## config.mk

```make
export PLATFORM = sky130hd
export DESIGN_NAME = eth_frame_gen
export DESIGN_NICKNAME = d
export VERILOG_FILES = /design/src/rtl/eth_frame_gen.sv
export SDC_FILE = /design/constraint.sdc
export NUM_CORES = 1
export LEC_CHECK = 0
export CAP_MARGIN = 10
export CORE_MARGIN = 4
export CORE_UTILIZATION = 53
export CTS_CLUSTER_DIAMETER = 200
export DETAILED_ROUTE_END_ITERATION = 8
export GPL_TIMING_DRIVEN = 0
export PLACE_DENSITY = 0.81
export REMOVE_ABC_BUFFERS = 1
export SYNTH_ARGS = -nofsm -noshare
export SYNTH_HDL_FRONTEND = slang
export SYNTH_SLANG_ARGS = --single-unit
export TNS_END_PERCENT = 100
```

## constraint.sdc

```tcl
create_clock -name sys_clk -period 5.9 [get_ports sys_clk]
set_input_delay 1.18 -clock sys_clk [delete_from_list [all_inputs] [get_ports sys_clk]]
set_output_delay 1.18 -clock sys_clk [all_outputs]
set_load 0.03 [all_outputs]
```

## src/rtl/eth_frame_gen.sv

```systemverilog
// eth_frame_gen: builds Ethernet frames (dst MAC, src MAC, EtherType, counting
// payload) and streams them as 32-bit Avalon-ST words with sop/eop/empty.
//
// Handshake: a word transfers on a rising edge where out_valid && out_ready.
// While out_valid is high and out_ready is low, out_data/out_sop/out_eop/
// out_empty are held. out_valid never drops between the sop and eop words.
module eth_frame_gen #(
  parameter int IFG_CYCLES  = 12,
  parameter int MIN_PAYLOAD = 46,
  parameter int MAX_PAYLOAD = 1500
) (
  input  logic        sys_clk,
  input  logic        reset,
  input  logic        start,
  input  logic [47:0] dst_mac,
  input  logic [47:0] src_mac,
  input  logic [15:0] ethertype,
  input  logic [10:0] payload_len,
  input  logic [7:0]  seed,
  output logic [31:0] out_data,
  output logic        out_valid,
  input  logic        out_ready,
  output logic        out_sop,
  output logic        out_eop,
  output logic [1:0]  out_empty,
  output logic        busy,
  output logic [15:0] frames_sent
);

  localparam logic [10:0] MIN_P    = 11'(MIN_PAYLOAD);
  localparam logic [10:0] MAX_P    = 11'(MAX_PAYLOAD);
  localparam logic [15:0] GAP_LOAD = (IFG_CYCLES > 0) ? 16'(IFG_CYCLES - 1) : 16'd0;

  typedef enum logic [1:0] {IDLE = 2'd0, SEND = 2'd1, GAP = 2'd2} state_t;

  state_t       state, state_next;
  logic [111:0] hdr_q;        // {dst, src, ethertype}, byte 0 in the top bits
  logic [7:0]   seed_q;
  logic [10:0]  len_q;        // frame length in bytes
  logic [10:0]  last_w_q;     // index of the eop word
  logic [10:0]  w_q;          // index of the word currently presented
  logic [1:0]   empty_q;
  logic [15:0]  gap_q;

  logic [10:0]  pay_clamp;
  logic [10:0]  frame_len;
  logic [10:0]  frame_words;
  logic         accept;
  logic         xfer;
  logic         last_word;
  logic [10:0]  b;
  logic [6:0]   hi;
  logic [7:0]   byte_val;

  assign accept    = (state == IDLE) && start;
  assign xfer      = out_valid && out_ready;
  assign last_word = (w_q == last_w_q);

  // Clamp the requested payload and derive frame length and word count.
  always_comb begin
    pay_clamp = payload_len;
    if (payload_len < MIN_P)      pay_clamp = MIN_P;
    else if (payload_len > MAX_P) pay_clamp = MAX_P;
    frame_len   = pay_clamp + 11'd14;
    frame_words = (frame_len + 11'd3) >> 2;
  end

  // State register.
  always_ff @(posedge sys_clk) begin
    if (reset) state <= IDLE;
    else       state <= state_next;
  end

  // Next-state logic: start only matters in IDLE; the gap follows the eop transfer.
  always_comb begin
    state_next = state;
    case (state)
      IDLE: if (start) state_next = SEND;
      SEND: if (xfer && last_word) state_next = (IFG_CYCLES == 0) ? IDLE : GAP;
      GAP:  if (gap_q == 16'd0) state_next = IDLE;
      default: state_next = IDLE;
    endcase
  end

  // Latch frame fields on start, advance the word index on transfers, run the gap timer.
  always_ff @(posedge sys_clk) begin
    if (reset) begin
      hdr_q       <= '0;
      seed_q      <= '0;
      len_q       <= '0;
      last_w_q    <= '0;
      w_q         <= '0;
      empty_q     <= '0;
      gap_q       <= '0;
      frames_sent <= '0;
    end else begin
      if (accept) begin
        hdr_q    <= {dst_mac, src_mac, ethertype};
        seed_q   <= seed;
        len_q    <= frame_len;
        last_w_q <= frame_words - 11'd1;
        empty_q  <= 2'd0 - frame_len[1:0];
        w_q      <= '0;
      end else if (xfer && !last_word) begin
        w_q <= w_q + 11'd1;
      end
      if (xfer && last_word) begin
        frames_sent <= frames_sent + 16'd1;
        gap_q       <= GAP_LOAD;
      end else if (state == GAP && gap_q != 16'd0) begin
        gap_q <= gap_q - 16'd1;
      end
    end
  end

  // Assemble the presented word: header bytes, then seed-based payload, zero past the end.
  always_comb begin
    out_data = 32'd0;
    b        = '0;
    hi       = '0;
    byte_val = '0;
    for (int i = 0; i < 4; i++) begin
      b  = (w_q << 2) + 11'(i);
      hi = 7'd104 - {b[3:0], 3'b000};
      if (b < 11'd14)      byte_val = hdr_q[hi +: 8];
      else if (b < len_q)  byte_val = seed_q + b[7:0] - 8'd14;
      else                 byte_val = 8'd0;
      if (state == SEND) out_data[31 - 8*i -: 8] = byte_val;
    end
  end

  assign out_valid = (state == SEND);
  assign out_sop   = (state == SEND) && (w_q == 11'd0);
  assign out_eop   = (state == SEND) && last_word;
  assign out_empty = out_eop ? empty_q : 2'd0;
  assign busy      = (state != IDLE);

endmodule

```

==> results of run 1 <==
-- cells by family after synthesis --
| group | share of synthesized area (%) |
|---|---|
| buffers and inverters | 5.33 |
| XOR/XNOR | 6.50 |
| AND/OR/NAND/NOR | 22.7 |
| flip-flops | 37.5 |
| multiplexers | 5.42 |
| AO/OA/AOI/OAI | 17.7 |
| adder cells (fa/ha/maj) | 4.74 |
-- final timing paths --
path	start	end	slack, ns	cells after the start
hold / removal	hdr_q[19]	hdr_q[19]	0.45	2
setup / recovery	w_q[1]	out_data[14]	0.36	8
hold reg to reg	hdr_q[19]	hdr_q[19]	0.45	2
setup reg to reg	w_q[1]	frames_sent[13]	2.23	8
-- area by class of cell --
class	instances	area (um^2)	area share (%)
inverter	52	195	1.54
sequential	187	3750	29.6
timing repair buffer	193	2000	15.8
tap	229	287	2.27
clock buffer	19	443	3.50
clock inverter	13	258	2.04
multi-input combinational	957	5720	45.2
-- metrics by stage --
| stage | power (W) | utilization [%] | setup TNS, ns |
|---|---|---|---|
| 3_5_place_dp | 0.00199 | 65.6 | 0 |
| 2_1_floorplan | 0.00175 | - | 0 |
| 3_3_place_gp | 0.00199 | 64.8 | -65.40 |
| 6_report | 0.00332 | 69.4 | 0 |
| 5_1_grt | 0.00346 | 69.4 | 0 |
| 4_1_cts | 0.00334 | 69.4 | 0 |
-- power by group --
part	total, W	switching (W)	internal (W)	leakage [nW]
Clock	0.00135	0.000498	0.000854	0.339
Sequential	0.00138	0.0000441	0.00134	1.53
Combinational	0.000592	0.000330	0.000262	2.84
-- registers in the layout, indices dropped and copies added (netlist names) --
signal,flops
frames_sent,16
len_q,11
gap_q,16
seed_q,8
empty_q,1
state,2
w_q,11
hdr_q,112
last_w_q,10
-- worst register-to-register path, delay by kind of cell (launching register included) --
kind             cells  cell delay, ns
XOR/XNOR             2            0.41
flip-flops           1            0.78
AND/OR/NAND/NOR      6            2.35
-- metal layers --
metal  vias up  GRT usage (%)
li1       4617              -
met1      4433           33.0
met2       308           40.7
met3        30           6.02
met4         0           5.94
met5         -              0
-- cells in the mapped netlist, types with 9 or more instances --
master / count / area, um^2
sky130_fd_sc_hd__dfxtp_1: 187 / 3740
sky130_fd_sc_hd__a211oi_1: 13 / 97.6
sky130_fd_sc_hd__o21ai_0: 25 / 125
sky130_fd_sc_hd__nor2_1: 108 / 405
sky130_fd_sc_hd__a21oi_1: 168 / 841
sky130_fd_sc_hd__a21o_1: 11 / 82.6
sky130_fd_sc_hd__nand3_1: 14 / 70.1
sky130_fd_sc_hd__ha_1: 33 / 413
sky130_fd_sc_hd__nor3_1: 25 / 125
sky130_fd_sc_hd__inv_1: 52 / 195
sky130_fd_sc_hd__xor2_1: 26 / 228
sky130_fd_sc_hd__nand2_1: 304 / 1140
sky130_fd_sc_hd__mux2i_1: 18 / 180
sky130_fd_sc_hd__a22oi_1: 22 / 165
sky130_fd_sc_hd__nand2b_1: 9 / 56.3
sky130_fd_sc_hd__nor4_1: 9 / 56.3
sky130_fd_sc_hd__xnor2_1: 48 / 420
sky130_fd_sc_hd__clkbuf_1: 68 / 255
sky130_fd_sc_hd__nand4_1: 15 / 93.8
sky130_fd_sc_hd__mux4_2: 16 / 360
==> results.md, run 1 <==
- IO Port Bufs: 188
- Final count of hold timing violations: 0
- Fraction of layout instances using a drive strength above 1: 5.14%
- Post-Place Setup Slack: 0.438 ns
- Layout filler cell count: 1,489
- Synthesized area per cell: 7.80 um^2
- DRT iter0 DRCs: 803
- Number of global-route vias before repair: 8,826
- Worst-skew pair later-pin latency: 0.43 ns
- Detailed-placement wirelength estimate: 18,300 um
- Register area share after synthesis: 37.5%
- Startpoint kind of the worst setup timing path: flop
- Number of top-level pins: 189
- Initial core utilization: 54.8%
- LEAKAGE: 4.71 nW
- Final routed DRC violation total: 0
- Placed instance area: 0.0119 mm^2
- Clock slew at reported path FFs: 0.06 ns
- CTS resizes: 1
- Critical setup path kind: reg2out
- Setup repair after global routing missed its margin: no
- Clock tree from TritonCTS: yes
- Clock root buffer master: sky130_fd_sc_hd__clkbuf_16
- Worst Max-Slew Pin Slew: 1.25 ns
- Critical path data arrival time: 4.36 ns
- Leading cell type in the layout, fill and taps excluded: sky130_fd_sc_hd__nand2_1
- Category of cells accounting for the largest share of critical-path delay: adder cells
- Final clock skew: 0.00738 ns
- Worst hold path type: reg2reg
- Most frequent cells in the layout: sky130_fd_sc_hd__nand2_1, sky130_fd_sc_hd__clkdlybuf4s50_1, sky130_fd_sc_hd__dfxtp_1
- Top FF cell, synth: sky130_fd_sc_hd__dfxtp_1
- Number of routed nets with antenna violations: 0
- Fin cells: 1,650
- Number of max-slew violations in the final report: 0
- Wire length per cell after detailed routing: 16.1 um
- Total wirelength of the detailed-routed design: 26,600 um
- Highest metal used: met4
- Normalized max-slew margin: 16.5%
- Die boundary height: 145 um
- Post-route worst setup slack: 0.359 ns
- Max H-tree Level: 4
- Clock Tree Buf Depth: 2
- Total routing usage reported by global routing: 24.7%
- Synth warnings: 0
- Number of antenna violations at the first check in global routing: 0
- Hold bufs inserted after CTS: 0
- Sort of element at the end of the critical path: output port
- Core area: 0.0182 mm^2
- Via count of the routed design: 9,388
- Required time of the critical path: 4.72 ns
- Total setup violations reported at the end of the flow: 0
- Final Hold Slack: 0.454 ns
- Synth-to-Final Area Change: 26.8%
- DR vias/cell: 5.69
- Outcome: finished clean
- Post-synth EDFFs: 0
- Cell breakdown of the critical path: inv_1 > ha_1 > and2_1 > nand2_1 > o21ai_0 > a22oi_1 > nor2_1 > clkdlybuf4s50_1
- Final nets: 1,579
- Inst Count DP: 1,618
- Total buffers and inverters traversed by the critical path: 2
- Cts bufs inserted: 17
- Routed wl met3: 1690 um
- CP max-delay cell: sky130_fd_sc_hd__ha_1
- Power density of the placed cells: 263 mW/mm^2
- Maximum capacitance violations: 0
- Fin crit period: 5.54 ns
- Flip-flop and latch count after synthesis: 187
- Synthesized instance count: 1,278
- Maximum fanout along the worst path: 24
- Largest stage delay, worst path: 1.05 ns
- Total gr overflow: 0
- Portion of the clock cycle consumed by the worst path in the final layout: 93.9%
- Final estimated routing congestion in global placement: 0.869
- Post-Layout Inst Area: 0.0126 mm^2
- Cell area after synthesis: 0.00997 mm^2
- Share of synthesized flip-flops with an asynchronous set or reset: 0%
- Die Outline Area: 0.0211 mm^2
- Largest net degree at the start of global routing: 84
- N_diodes: 0
- First-pass GRT wire length: 43,700 um
- Routed metal-1 wirelength: 11,800 um
- Die span in x: 145 um
- Pre-antenna DRT Iters: 5
- Setup bufs post-CTS: 0
- Cell Rows: 49
- Worst supply voltage drop on vdd: 0.000214 V
- Achievable clock frequency: 180 MHz
- Distinct cells, synth: 71
- Sum of met2 wire segment lengths after detailed routing: 12,800 um
- Sinks on Clock Net: 187
Note: power is estimated with default switching activity, not from simulation.
==> run 2: changes to the inputs <==
--- a/config.mk
+++ b/config.mk
@@ -6,13 +6,16 @@
 export NUM_CORES = 1
 export LEC_CHECK = 0
 export CAP_MARGIN = 10
+export CELL_PAD_IN_SITES_DETAIL_PLACEMENT = 1
+export CELL_PAD_IN_SITES_GLOBAL_PLACEMENT = 2
 export CORE_MARGIN = 4
-export CORE_UTILIZATION = 53
+export CORE_UTILIZATION = 30
 export CTS_CLUSTER_DIAMETER = 200
 export DETAILED_ROUTE_END_ITERATION = 8
 export GPL_TIMING_DRIVEN = 0
-export PLACE_DENSITY = 0.81
+export PLACE_DENSITY = 0.78
 export REMOVE_ABC_BUFFERS = 1
+export SKIP_LAST_GASP = 1
 export SYNTH_ARGS = -nofsm -noshare
 export SYNTH_HDL_FRONTEND = slang
 export SYNTH_SLANG_ARGS = --single-unit
==> run 2 against run 1 <==
Against the previous run:
- via count shrank 2.4%
- non-clock buffer count grew 1
- clock power is essentially flat
- final cell count grew 13%
- first-iteration DRC count shrank 53%
- sequential share of layout area shrank 0.62 points
- maximum frequency grew 1.9%
- worst setup slack gained 0.11 ns
- global-route usage shrank 7.5 points
- clock skew grew 0.0026 ns
- core utilization shrank 30 points
- hold slack lost 0.00066 ns
- critical path type unchanged
==> results.md, run 2 (synthesis gave the netlist of run 1 again) <==
- Die boundary height: 190 um
- Pre-antenna DRT Iters: 4
- Wire length per cell after detailed routing: 16.9 um
- Number of global-route vias before repair: 9,499
- Outcome: finished clean
- Clock tree from TritonCTS: yes
- DR vias/cell: 4.92
- Register-to-Register Setup Slack: 2.31 ns
- Worst-skew pair later-pin latency: 0.43 ns
- N_diodes: 0
- Synth-to-Final Area Change: 29.6%
- Cts bufs inserted: 17
- Critical setup path kind: reg2out
- RR Startpoint: w_q[1]
- Worst min-delay path endpoint: hdr_q[106]
- Worst Max-Slew Pin Slew: 0.991 ns
- Total routing usage reported by global routing: 17.2%
- Core area: 0.0327 mm^2
- Registers with the highest flip-flop counts: hdr_q (112), frames_sent (16), gap_q (16)
- First-pass GRT wire length: 51,000 um
- Fin crit period: 5.44 ns
- Number of antenna violations at the first check in global routing: 2
- Number of max-slew violations in the final report: 0
- Final estimated routing congestion in global placement: 0.773
- Normalized max-slew margin: 33.5%
- IO Port Bufs: 188
- LEAKAGE: 4.71 nW
- Start point of the worst hold path: hdr_q[106]
- Via count of the routed design: 9,167
- Total setup violations reported at the end of the flow: 0
- Portion of the clock cycle consumed by the worst path in the final layout: 92.1%
- Die span in x: 190 um
- Final nets: 1,580
- Final clock skew: 0.0100 ns
- Fraction of layout instances using a drive strength above 1: 5.28%
- Layout filler cell count: 3,905
- Max H-tree Level: 4
- Placed instance area: 0.0122 mm^2
- Hold depth: 2
- Achievable clock frequency: 184 MHz
- Detailed-placement wirelength estimate: 22,400 um
- Clock slew at reported path FFs: 0.07 ns
- Setup repair after global routing missed its margin: no
- Critical path data arrival time: 4.26 ns
- Sinks on Clock Net: 187
- R2r worst-path depth: 9
- Total wirelength of the detailed-routed design: 31,500 um
- Largest net degree at the start of global routing: 109
- Largest register FFs: 112
- Leading cell type in the layout, fill and taps excluded: sky130_fd_sc_hd__nand2_1
- Initial core utilization: 30.5%
- Terminus of the critical flop-to-flop path: frames_sent[15]
- Die Outline Area: 0.0362 mm^2
- Final routed DRC violation total: 0
- DRT iter0 DRCs: 379
- Worst hold path type: reg2reg
- Power density of the placed cells: 256 mW/mm^2
- Maximum capacitance violations: 0
- Clock root buffer master: sky130_fd_sc_hd__clkbuf_16
- Cell Rows: 66
- Worst supply voltage drop on vdd: 0.000185 V
- Post-Layout Inst Area: 0.0129 mm^2
- Required time of the critical path: 4.72 ns
- Number of routed nets with antenna violations: 0
- Setup crit start: w_q[1]
- Sort of element at the end of the critical path: output port
- Most frequent cells in the layout: sky130_fd_sc_hd__nand2_1, sky130_fd_sc_hd__clkdlybuf4s50_1, sky130_fd_sc_hd__dfxtp_1
- Clock Tree Buf Depth: 2
- Setup bufs post-CTS: 0
- Total gr overflow: 0
- Startpoint kind of the worst setup timing path: flop
- Number of top-level pins: 189
- Final setup TNS: 0 ns
- Top reg by flops: hdr_q
- Maximum fanout along the worst path: 17
- Final count of hold timing violations: 0
[run 2: cell types whose count changed in the layout (fill, tap and decap cells not counted), sizes merged]
cell	change
clkinv	+2
inv	-1
buf	+1
bufinv	-1
clkbuf	-1
[run 2: area by class of cell]
| type | count | area, um^2 | area share, % |
|---|---|---|---|
| multi-input cells | 957 | 5730 | 44.3 |
| flip-flops and latches | 187 | 3750 | 29.0 |
| repair buffers | 194 | 2030 | 15.7 |
| well taps | 442 | 553 | 4.28 |
| clock buffers | 18 | 429 | 3.32 |
| clock inverters | 13 | 239 | 1.85 |
| inverters | 52 | 195 | 1.51 |
[run 2: routing by layer]
metal  GRT usage (%)  routed length [um]  part of all wire [%]
met1            23.7               15100                    48
met2            28.2               14600                    46
met3            3.61                1300                   4.1
met4            3.01                 371                   1.2
met5               0                  25                 0.079
[run 2: worst max path at each step]
| stage | cells past startpoint | slack, ns | to |
|---|---|---|---|
| global route | 14 | 0.13 | out_data[23] |
| finish | 11 | 0.46 | out_data[11] |
| global placement | 3 | -1.32 | last_w_q[9] |
| detailed placement | 14 | 0.37 | last_w_q[7] |
| CTS | 11 | 0.07 | out_data[11] |
| floorplan | 12 | 0.99 | out_data[23] |
[run 2: per-stage QoR]
step	power, W	utilization, %	hold slack [ns]	instances	setup WS [ns]
final	0.00331	39.5	0.453	1863	0.464
after global routing	0.00348	39.5	0.470	1863	0.132
after CTS	0.00336	39.5	0.456	1863	0.0665
after detailed placement	0.00202	37.4	0.445	1832	0.370
after global placement	0.00203	36.9	0.439	1826	-1.32
after floorplan	0.00175	-	0.426	1196	0.986
[run 2: worst max-delay path: stages, from the launching register on]
cell,delay (ns)
sky130_fd_sc_hd__dfxtp_1,0.50
sky130_fd_sc_hd__buf_16,0.26
sky130_fd_sc_hd__ha_1,0.20
sky130_fd_sc_hd__a21o_1,0.17
sky130_fd_sc_hd__a21o_1,0.17
sky130_fd_sc_hd__a21oi_1,0.15
sky130_fd_sc_hd__o21a_1,0.20
sky130_fd_sc_hd__o21ai_1,0.36
sky130_fd_sc_hd__nor3_2,0.71
sky130_fd_sc_hd__a22oi_1,0.19
sky130_fd_sc_hd__nor2_1,0.19
sky130_fd_sc_hd__clkdlybuf4s50_1,0.72
[run 2: repair_timing]
action                                  4_1_cts  5_1_grt
gates resized for setup                       1        2
endpoints found under the setup margin        6        9
hold buffers                                  0        0
[run 2: where the power goes]
part | total (W) | internal, W | switching (W)
clock | 0.00133 | 0.000800 | 0.000525
combinational | 0.000607 | 0.000263 | 0.000344
sequential | 0.00138 | 0.00134 | 0.0000447
total | 0.00331 | 0.00240 | 0.000914
